$ cat config.mk
export PLATFORM = sky130hd
export DESIGN_NAME = inst_fetch
export DESIGN_NICKNAME = d
export VERILOG_FILES = /design/src/rtl/riscv_pkg.sv /design/src/rtl/fetch_buffer.sv /design/src/rtl/inst_fetch.sv
export SDC_FILE = /design/constraint.sdc
export NUM_CORES = 1
export LEC_CHECK = 0
export CORE_ASPECT_RATIO = 0.5
export CORE_MARGIN = 2
export CORE_UTILIZATION = 52
export DETAILED_ROUTE_END_ITERATION = 6
export PLACE_DENSITY = 0.81
export SETUP_SLACK_MARGIN = 0.4
export SYNTH_ARGS = -nofsm -noshare
export SYNTH_HDL_FRONTEND = slang
export SYNTH_SLANG_ARGS = --single-unit
export TNS_END_PERCENT = 30
$ cat constraint.sdc
create_clock -name clk -period 2.4 [get_ports clk]
set_input_delay 0.24 -clock clk [delete_from_list [all_inputs] [get_ports clk]]
set_output_delay 0.24 -clock clk [all_outputs]
set_load 0.01 [all_outputs]
$ cat src/rtl/riscv_pkg.sv
// Shared fetch-side definitions: architectural width, canonical NOP,
// fetch FSM states and the fetch buffer entry layout.
package riscv_pkg;

  localparam int XLEN = 32;
  localparam logic [XLEN-1:0] NOP_INST = 32'h0000_0013;

  typedef enum logic [0:0] {
    RUN   = 1'b0,
    FAULT = 1'b1
  } fetch_state_e;

  typedef struct packed {
    logic [XLEN-1:0] pc;
    logic [XLEN-1:0] inst;
  } fetch_entry_t;

  function automatic logic is_word_aligned(input logic [XLEN-1:0] addr);
    return (addr[1:0] == 2'b00);
  endfunction

endpackage

$ cat src/rtl/fetch_buffer.sv
// Small synchronous FIFO of {pc, inst} fetch entries; flush beats push and pop.
// A push into a full buffer is accepted only when a pop frees the head slot in the same cycle.
module fetch_buffer
  import riscv_pkg::*;
#(
  parameter int DEPTH = 2,
  parameter int CNT_W = $clog2(DEPTH) + 1
) (
  input  logic               clk,
  input  logic               rst_n,
  input  logic               i_push,
  input  fetch_entry_t       i_push_entry,
  input  logic               i_pop,
  input  logic               i_flush,
  output logic [CNT_W-1:0]   o_count,
  output logic               o_full,
  output logic               o_empty,
  output fetch_entry_t       o_head
);

  localparam int PTR_W = $clog2(DEPTH);
  localparam logic [CNT_W-1:0] FULL_CNT = CNT_W'(DEPTH);

  fetch_entry_t     r_mem [DEPTH];
  logic [PTR_W-1:0] r_wr_ptr;
  logic [PTR_W-1:0] r_rd_ptr;
  logic [CNT_W-1:0] r_count;
  logic             w_do_push;
  logic             w_do_pop;

  assign o_count = r_count;
  assign o_full  = (r_count == FULL_CNT);
  assign o_empty = (r_count == {CNT_W{1'b0}});
  assign o_head  = r_mem[r_rd_ptr];

  // Qualify push/pop against occupancy
  always_comb begin
    w_do_pop  = i_pop && !o_empty;
    w_do_push = i_push && (!o_full || w_do_pop);
  end

  // Storage, pointers and occupancy
  always_ff @(posedge clk or negedge rst_n) begin
    if (!rst_n) begin
      r_wr_ptr <= {PTR_W{1'b0}};
      r_rd_ptr <= {PTR_W{1'b0}};
      r_count  <= {CNT_W{1'b0}};
      for (int i = 0; i < DEPTH; i++) begin
        r_mem[i] <= '0;
      end
    end else if (i_flush) begin
      r_wr_ptr <= {PTR_W{1'b0}};
      r_rd_ptr <= {PTR_W{1'b0}};
      r_count  <= {CNT_W{1'b0}};
    end else begin
      if (w_do_push) begin
        r_mem[r_wr_ptr] <= i_push_entry;
        r_wr_ptr        <= r_wr_ptr + 1'b1;
      end
      if (w_do_pop) begin
        r_rd_ptr <= r_rd_ptr + 1'b1;
      end
      case ({w_do_push, w_do_pop})
        2'b10:   r_count <= r_count + 1'b1;
        2'b01:   r_count <= r_count - 1'b1;
        default: r_count <= r_count;
      endcase
    end
  end

endmodule

$ cat src/rtl/inst_fetch.sv
// Instruction fetch initiator: owns the fetch PC, reads the single-cycle ROM,
// buffers returned words and hands them to decode over valid/ready.
module inst_fetch
  import riscv_pkg::*;
#(
  parameter logic [31:0] RESET_PC  = 32'h0000_0000,
  parameter int          MEM_WORDS = 256,
  parameter int          BUF_DEPTH = 2
) (
  input  logic        clk,
  input  logic        rst_n,
  output logic        rom_read_enable,
  output logic [31:0] rom_addr,
  input  logic [31:0] rom_inst,
  input  logic        redirect_valid,
  input  logic [31:0] redirect_pc,
  output logic        if_valid,
  input  logic        if_ready,
  output logic [31:0] if_inst,
  output logic [31:0] if_pc,
  output logic        fetch_fault
);

  localparam int CNT_W = $clog2(BUF_DEPTH) + 1;
  localparam logic [XLEN-1:0] MEM_WORDS_W = XLEN'(MEM_WORDS);

  fetch_state_e     r_state;
  logic [XLEN-1:0]  r_fetch_pc;
  logic             r_fault;

  logic [CNT_W-1:0] w_count;
  logic             w_full;
  logic             w_empty;
  fetch_entry_t     w_head;
  fetch_entry_t     w_push_entry;
  logic             w_pop;
  logic             w_issue;
  logic             w_in_range;

  fetch_buffer #(
    .DEPTH (BUF_DEPTH),
    .CNT_W (CNT_W)
  ) u_fetch_buffer (
    .clk          (clk),
    .rst_n        (rst_n),
    .i_push       (w_issue),
    .i_push_entry (w_push_entry),
    .i_pop        (w_pop),
    .i_flush      (redirect_valid),
    .o_count      (w_count),
    .o_full       (w_full),
    .o_empty      (w_empty),
    .o_head       (w_head)
  );

  // Issue decision, range check and the entry captured on issue
  always_comb begin
    w_in_range = ({2'b00, r_fetch_pc[XLEN-1:2]} < MEM_WORDS_W);
    w_pop      = !w_empty && if_ready && !redirect_valid;
    case (r_state)
      RUN:     w_issue = !redirect_valid && (!w_full || (!w_empty && if_ready));
      FAULT:   w_issue = 1'b0;
      default: w_issue = 1'b0;
    endcase
    w_push_entry.pc = r_fetch_pc;
    if (w_in_range) begin
      w_push_entry.inst = rom_inst;
    end else begin
      w_push_entry.inst = NOP_INST;
    end
  end

  assign rom_read_enable = w_issue && w_in_range;
  assign rom_addr        = r_fetch_pc;
  assign fetch_fault     = r_fault;
  assign if_valid        = !w_empty;
  assign if_inst         = w_empty ? NOP_INST : w_head.inst;
  assign if_pc           = w_empty ? RESET_PC : w_head.pc;

  // Fetch FSM: redirect outranks sequential advance; only an aligned redirect leaves FAULT
  always_ff @(posedge clk or negedge rst_n) begin
    if (!rst_n) begin
      r_state    <= RUN;
      r_fetch_pc <= RESET_PC;
      r_fault    <= 1'b0;
    end else if (redirect_valid) begin
      r_fetch_pc <= redirect_pc;
      if (is_word_aligned(redirect_pc)) begin
        r_state <= RUN;
        r_fault <= 1'b0;
      end else begin
        r_state <= FAULT;
        r_fault <= 1'b1;
      end
    end else begin
      case (r_state)
        RUN: begin
          if (w_issue) begin
            r_fetch_pc <= r_fetch_pc + 32'd4;
          end
        end
        FAULT: r_fetch_pc <= r_fetch_pc;
        default: begin
          r_state <= RUN;
          r_fault <= 1'b0;
        end
      endcase
    end
  end

endmodule

# Word level (Yosys, flattened, before mapping)
# Index checks and enable logic that the tools add are counted.
dict set report totals {
  ff_bits 165
  wordCells 66
}
dict set report op_classes {
  add_sub_neg 5
  order_cmp 4
  eq_ne 5
  muxes 20
  bitwise 4
  reduce_logical 19
}
# op n
set ops {}
lappend ops {{two-way mux 64 bit} 4}
lappend ops {{two-way mux 32 bit} 6}
lappend ops {{bitwise mux 128 bit} 1}
lappend ops {{demux 64 bit (select 1 bit)} 1}
lappend ops {{adder 32 x 3 -> 32 bit (second input constant)} 1}
lappend ops {{less-than comparator 30 x 9 -> 1 bit (second input constant)} 1}
lappend ops {{logical AND 1 bit} 7}
lappend ops {{two-way mux 1 bit} 5}
lappend ops {{equality test 2 bit (second input constant)} 2}
lappend ops {{greater-or-equal comparator 2 bit (second input constant)} 2}
lappend ops {{logical NOT 2 bit} 2}
lappend ops {{inverter 1 -> 2 bit} 2}
lappend ops {{one-hot mux 2 bit (2 select lines)} 1}
lappend ops {{AND reduction 2 bit} 2}
lappend ops {{nonzero test 2 bit} 2}
lappend ops {{logical NOT 1 bit} 3}
lappend ops {{!= test 3 x 2 -> 1 bit (second input constant)} 1}
lappend ops {{nonzero test 3 bit} 1}
lappend ops {{adder 1 bit (second input constant)} 2}
lappend ops {{adder 2 x 1 -> 2 bit (second input constant)} 1}
lappend ops {{equality test 2 x 1 -> 1 bit (second input constant)} 1}
lappend ops {{logical OR 1 bit} 2}
lappend ops {{less-than comparator 2 x 1 -> 1 bit (second input constant)} 1}
lappend ops {{two-way mux 2 bit} 1}
lappend ops {{4 further kinds} 5}

# Longest topological paths before layout
dict set report logic_depth {
  ltp_word 10
  ltp_mapped 8
  ltp_nobuf 6
}

# Modules after synthesis
# A second synthesis with hierarchy kept.
dict set report hier_totals {
  hier_cells 721
  hier_area_um2 8774.7
}
# mod instances cells_per_inst area_each_um2 seq_area_each_um2
set by_module_without_submodules {}
lappend by_module_without_submodules {fetch_buffer 1 365 5914.4 3303.2}
lappend by_module_without_submodules {inst_fetch 1 356 2860.2 825.8}

# Worst setup path before layout
# No wires, ideal clock.
dict set report synth_path {
  path_type {reg2out}
  from {register r_fetch_pc[17] (netlist: rom_addr[17])}
  to {output port rom_read_enable}
  arrival_ns 1.693
  t_required_ns 2.160
  slack_ns 0.467
  stages_incl_launch_ff 6
  path_cell_list {dfrtp_1 buf_2 or4_4 nor4_4 buf_6 and2_1}
}
dict set report synth_via {
  elab_chain_len 2
}
# element line_no
set synth_lines {}
lappend synth_lines {{start: declaration} inst_fetch.sv:28} ;# logic [XLEN-1:0] r_fetch_pc;
lappend synth_lines {{start signal: assignment} inst_fetch.sv:87} ;# r_fetch_pc <= redirect_pc;
lappend synth_lines {{start signal: assignment} inst_fetch.sv:99} ;# r_fetch_pc <= r_fetch_pc + 32'd4;
lappend synth_lines {{start signal: assignment} inst_fetch.sv:102} ;# FAULT: r_fetch_pc <= r_fetch_pc;
lappend synth_lines {{less-than comparator 30 x 9 -> 1 bit} inst_fetch.sv:58} ;# w_in_range = ({2'b00, r_fetch_pc[XLEN-1:2]} < MEM_WORDS_W);
lappend synth_lines {{logical AND 1 bit} inst_fetch.sv:73} ;# assign rom_read_enable = w_issue && w_in_range;
lappend synth_lines {{end: declaration} inst_fetch.sv:12} ;# output logic rom_read_enable,
# Every way passes these cells.

# Worst setup path after layout
dict set report layout_path {
  from {register r_fetch_pc[16] (netlist: rom_addr[16])}
  to {output port rom_read_enable}
}
# The elaborated chain is that of the path after synthesis.

==> flow_summary.toml <==
[yosys]
post_synth_fa_ha_maj_area_fraction = 0.00153
synth_edf_count = 0
synth_top_flop_cell = "sky130_fd_sc_hd__dfrtp_1"
synth.top_cells.by_area = "sky130_fd_sc_hd__dfrtp_1 51%, sky130_fd_sc_hd__nand2_1 10%, sky130_fd_sc_hd__mux2i_1 8.0%"
synth_mux_area_frac = 0.118
synthArstFlopShare = 1.00
synth_compound_gate_area_share = 0.0995
ys_seq_elements = 165
ys_seq_area_frac = 0.507
post_synth_instance_area_sq_mm = 0.00815
yosysWarningCount = 0
post_synth_and_or_nand_nor_area_fraction = 0.203
avgSynthCellArea_sq_um = 9.18
synth_top_cell_area_share = 0.507
count_of_cell_types_in_the_netlist = 49
synth_top_family_by_area = "simple AND/OR/NAND/NOR gates"
synthCells = 888
synth-xor-area-share = 0.00215
syn-num-nets = 957
synth_top_cell_by_area = "sky130_fd_sc_hd__dfrtp_1"

[route]
met3WireLength_um = 1370
topRoutingLayerUsed = "met4"
route.final.wire_length_um = 24800
detailroute.wirelength.met2_um = 12000
drt-vias-per-instance = 5.70
wl_met1_um = 10700
routed_wire_length_per_instance_um = 19.4
route.detailed.drc = 0
detail-route-antenna-nets = 0
dr.pass1.iters = 5
detail_route.iter0.violations = 559
via_count = 7278

[timing]
fmax_mhz = 450
rsz0062_at_grt = "yes"
report.final.slew_viol_count = 0
post-route-period-util = 0.927
setup_violations = 0
timing.clock.skew_ns = 0.0125
finalWorstPathRequiredPeriod_ns = 2.22
hold_fails_final_rpt = 0
worst_slew_margin_rel = 0.554
setup-tns-final_ns = 0
worst_slew_pin_slew_ns = 0.667

[layout]
final_layout_size_suffix_gt1_frac = 0.190
syn_to_final_growth_pct = 40.1
postLayoutCellArea_sq_mm = 0.0114
filler_cell_count = 1037
layout_commonest_cell = "sky130_fd_sc_hd__nand2_1"
n_antenna_cell = 0
most-common-layout-cells = "212 x sky130_fd_sc_hd__nand2_1, 156 x sky130_fd_sc_hd__dfrtp_1, 108 x sky130_fd_sc_hd__clkdlybuf4s50_1"
finish.utilization = 0.743
final_nets = 1128

[die]
ioPinCount = 167
fp.dieArea_sq_mm = 0.0168
fp.coreArea_sq_mm = 0.0154
die_height_um = 92.5
die_x_um = 181
initial_core_util = 0.530
rows = 32

[critical_path]
cp_slowest_cell = "sky130_fd_sc_hd__or4_4"
critical_path.max_stage_delay_ns = 0.53
worst_r2r_endpoint = "u_fetch_buffer.r_mem[88]"
worstReg2RegStart = "rom_addr[16]"
worstSetupStartpoint = "rom_addr[16]"
worst_r2r_path_depth = 8
cp.required_ns = 2.16
worst-path-max-fanout = 2
worst-endpoint-arrival_ns = 1.98
crit_path_cell_trace = "or4_4 > nor4_4 > and2_4 > buf_6"
timing_worst_setup_path_type = "reg2out"
critical_path.startpoint_type = "register"
regToRegSetupSlack_ns = 0.26
critPathCapture = "rom_read_enable"
crit_path_end_kind = "primary output"

[global_routing]
wire_length_of_the_first_global_routing_pass_um = 37000
grt_antenna_before_repair = 0
vias_in_the_first_global_route = 7144
grt-ovfl-total = 0
globalRouteTotalUtil = 0.281
grt_start_max_net_pins = 71

[clock_network]
clk_pin_slew_ns = 0.07
cts.sinks = 165
ctsHtreeMaxLevel = 4
cts_tree = "yes"
buffer_cell_driving_the_clock_tree_root = "sky130_fd_sc_hd__clkbuf_16"
numCtsBuffers = 17
clock_insertion_delay_worst_skew_ns = 0.42
cts_buffer_depth = 2

[min_path]
hp-class = "in2reg"
holdPathStages = 3

[power]
totalPowerFinal_mw = 7.95
cellLeakagePower_nw = 5.20
peak_ir_drop_on_the_vdd_network_v = 0.000463
power_density_mw_per_mm2 = 696

[status]
outcome = "complete, no violations"

[placed_design]
place_congestion = 0.948
hpwl_um = 14100
number_of_input_and_output_port_buffers_inserted = 166
detailed_place.area_sq_mm = 0.00997

[job]
max_cap_violations = 0
==> layer usage <==
layer	vias to the layer above	GRT usage
met5	-	0
met4	0	0.0989
met3	63	0.0503
met2	296	0.467
met1	3593	0.377
li1	3326	-
==> metrics by stage <==
step                      hold slack (ns)  setup WS [ns]  instances
after floorplan                   -0.0556          0.467        888
after global placement              0.262          0.163       1204
after detailed placement            0.277         0.0790       1204
after CTS                           0.380          0.163       1247
after global routing                0.383          0.134       1276
final                               0.390          0.176       1276
==> power breakdown <==
part / internal [mW] / switching [mW]
combinational: 0.750 / 0.735
sequential: 3.22 / 0.318
clock: 1.70 / 1.22
total: 5.67 / 2.28
==> worst max-delay path: cells and delay by family, from the launching register on <==
family | cells | cell delay, ns
buffers and inverters | 1 | 0.10
flip-flops | 1 | 0.40
AND/OR/NAND/NOR | 3 | 1.08
==> how the worst min path moves through the flow <==
stage	from	end	slack, ns
2_1_floorplan	rst_n	fetch_fault	-0.06
3_3_place_gp	rst_n	u_fetch_buffer.r_mem[105]	0.26
3_5_place_dp	rst_n	u_fetch_buffer.r_mem[41]	0.28
4_1_cts	rom_inst[11]	u_fetch_buffer.r_mem[75]	0.38
5_1_grt	rom_inst[21]	u_fetch_buffer.r_mem[21]	0.38
6_report	rom_inst[9]	u_fetch_buffer.r_mem[73]	0.39
==> what timing repair did <==
item                                   CTS  global route
setup endpoints to repair              189           199
pin swaps                                4            28
setup buffers                            4            25
resized for setup                       78            80
cloned                                   6             4
endpoints found under the hold margin   64             0
hold buffers                             1             0
==> synthesized netlist by cell type, types with 2 or more instances <==
cell                       count
sky130_fd_sc_hd__a221o_1       3
sky130_fd_sc_hd__o21ai_0      35
sky130_fd_sc_hd__nor2_1       86
sky130_fd_sc_hd__nand2_1     227
sky130_fd_sc_hd__nand2b_1      2
sky130_fd_sc_hd__o21ai_1      58
sky130_fd_sc_hd__nor3_2        2
sky130_fd_sc_hd__a31oi_1       2
sky130_fd_sc_hd__buf_4        32
sky130_fd_sc_hd__or3_1         5
sky130_fd_sc_hd__buf_1         4
sky130_fd_sc_hd__mux2_2       28
sky130_fd_sc_hd__a211oi_1      3
sky130_fd_sc_hd__and2_1        3
sky130_fd_sc_hd__inv_1        10
sky130_fd_sc_hd__nor2b_1       5
sky130_fd_sc_hd__nor4_1        7
sky130_fd_sc_hd__nand3_1      20
sky130_fd_sc_hd__nand4_1      17
sky130_fd_sc_hd__clkbuf_1     31
sky130_fd_sc_hd__mux2i_1      65
sky130_fd_sc_hd__nor3_1        2
sky130_fd_sc_hd__dfrtp_1     165
sky130_fd_sc_hd__o311ai_0      7
sky130_fd_sc_hd__a22oi_1       2
sky130_fd_sc_hd__a21oi_1       6
sky130_fd_sc_hd__buf_6         3
sky130_fd_sc_hd__buf_2        22
sky130_fd_sc_hd__o211ai_1     15
sky130_fd_sc_hd__and3_1        2
==> cells by family (layout without fill, tap and decap cells) <==
| family | count (synthesis) | count (layout) |
|---|---|---|
| XOR/XNOR | 2 | 2 |
| AND/OR/NAND/NOR | 386 | 386 |
| adder cells (fa/ha/maj) | 1 | 1 |
| multiplexers | 93 | 93 |
| buffers and inverters | 103 | 287 |
| flip-flops | 165 | 165 |
| AO/OA/AOI/OAI | 138 | 138 |
==> state kept, by name (all words and copies together), names as in the netlist <==
register                 flops
rom_addr                    32
u_fetch_buffer.o_count       2
fetch_fault                  1
u_fetch_buffer.r_mem       128
u_fetch_buffer.r_wr_ptr      1
u_fetch_buffer.r_rd_ptr      1
==> cell type report <==
| class | instances | area [sq um] | area share |
|---|---|---|---|
| Clock buffer | 18 | 439 | 0.0385 |
| Clock inverter | 14 | 189 | 0.0165 |
| Inverter | 10 | 37.5 | 0.00329 |
| Multi-Input combinational cell | 620 | 3730 | 0.327 |
| Sequential cell | 165 | 4140 | 0.363 |
| Tap cell | 204 | 255 | 0.0224 |
| Timing Repair Buffer | 245 | 2620 | 0.230 |
Power figures use the tool's default switching activity.
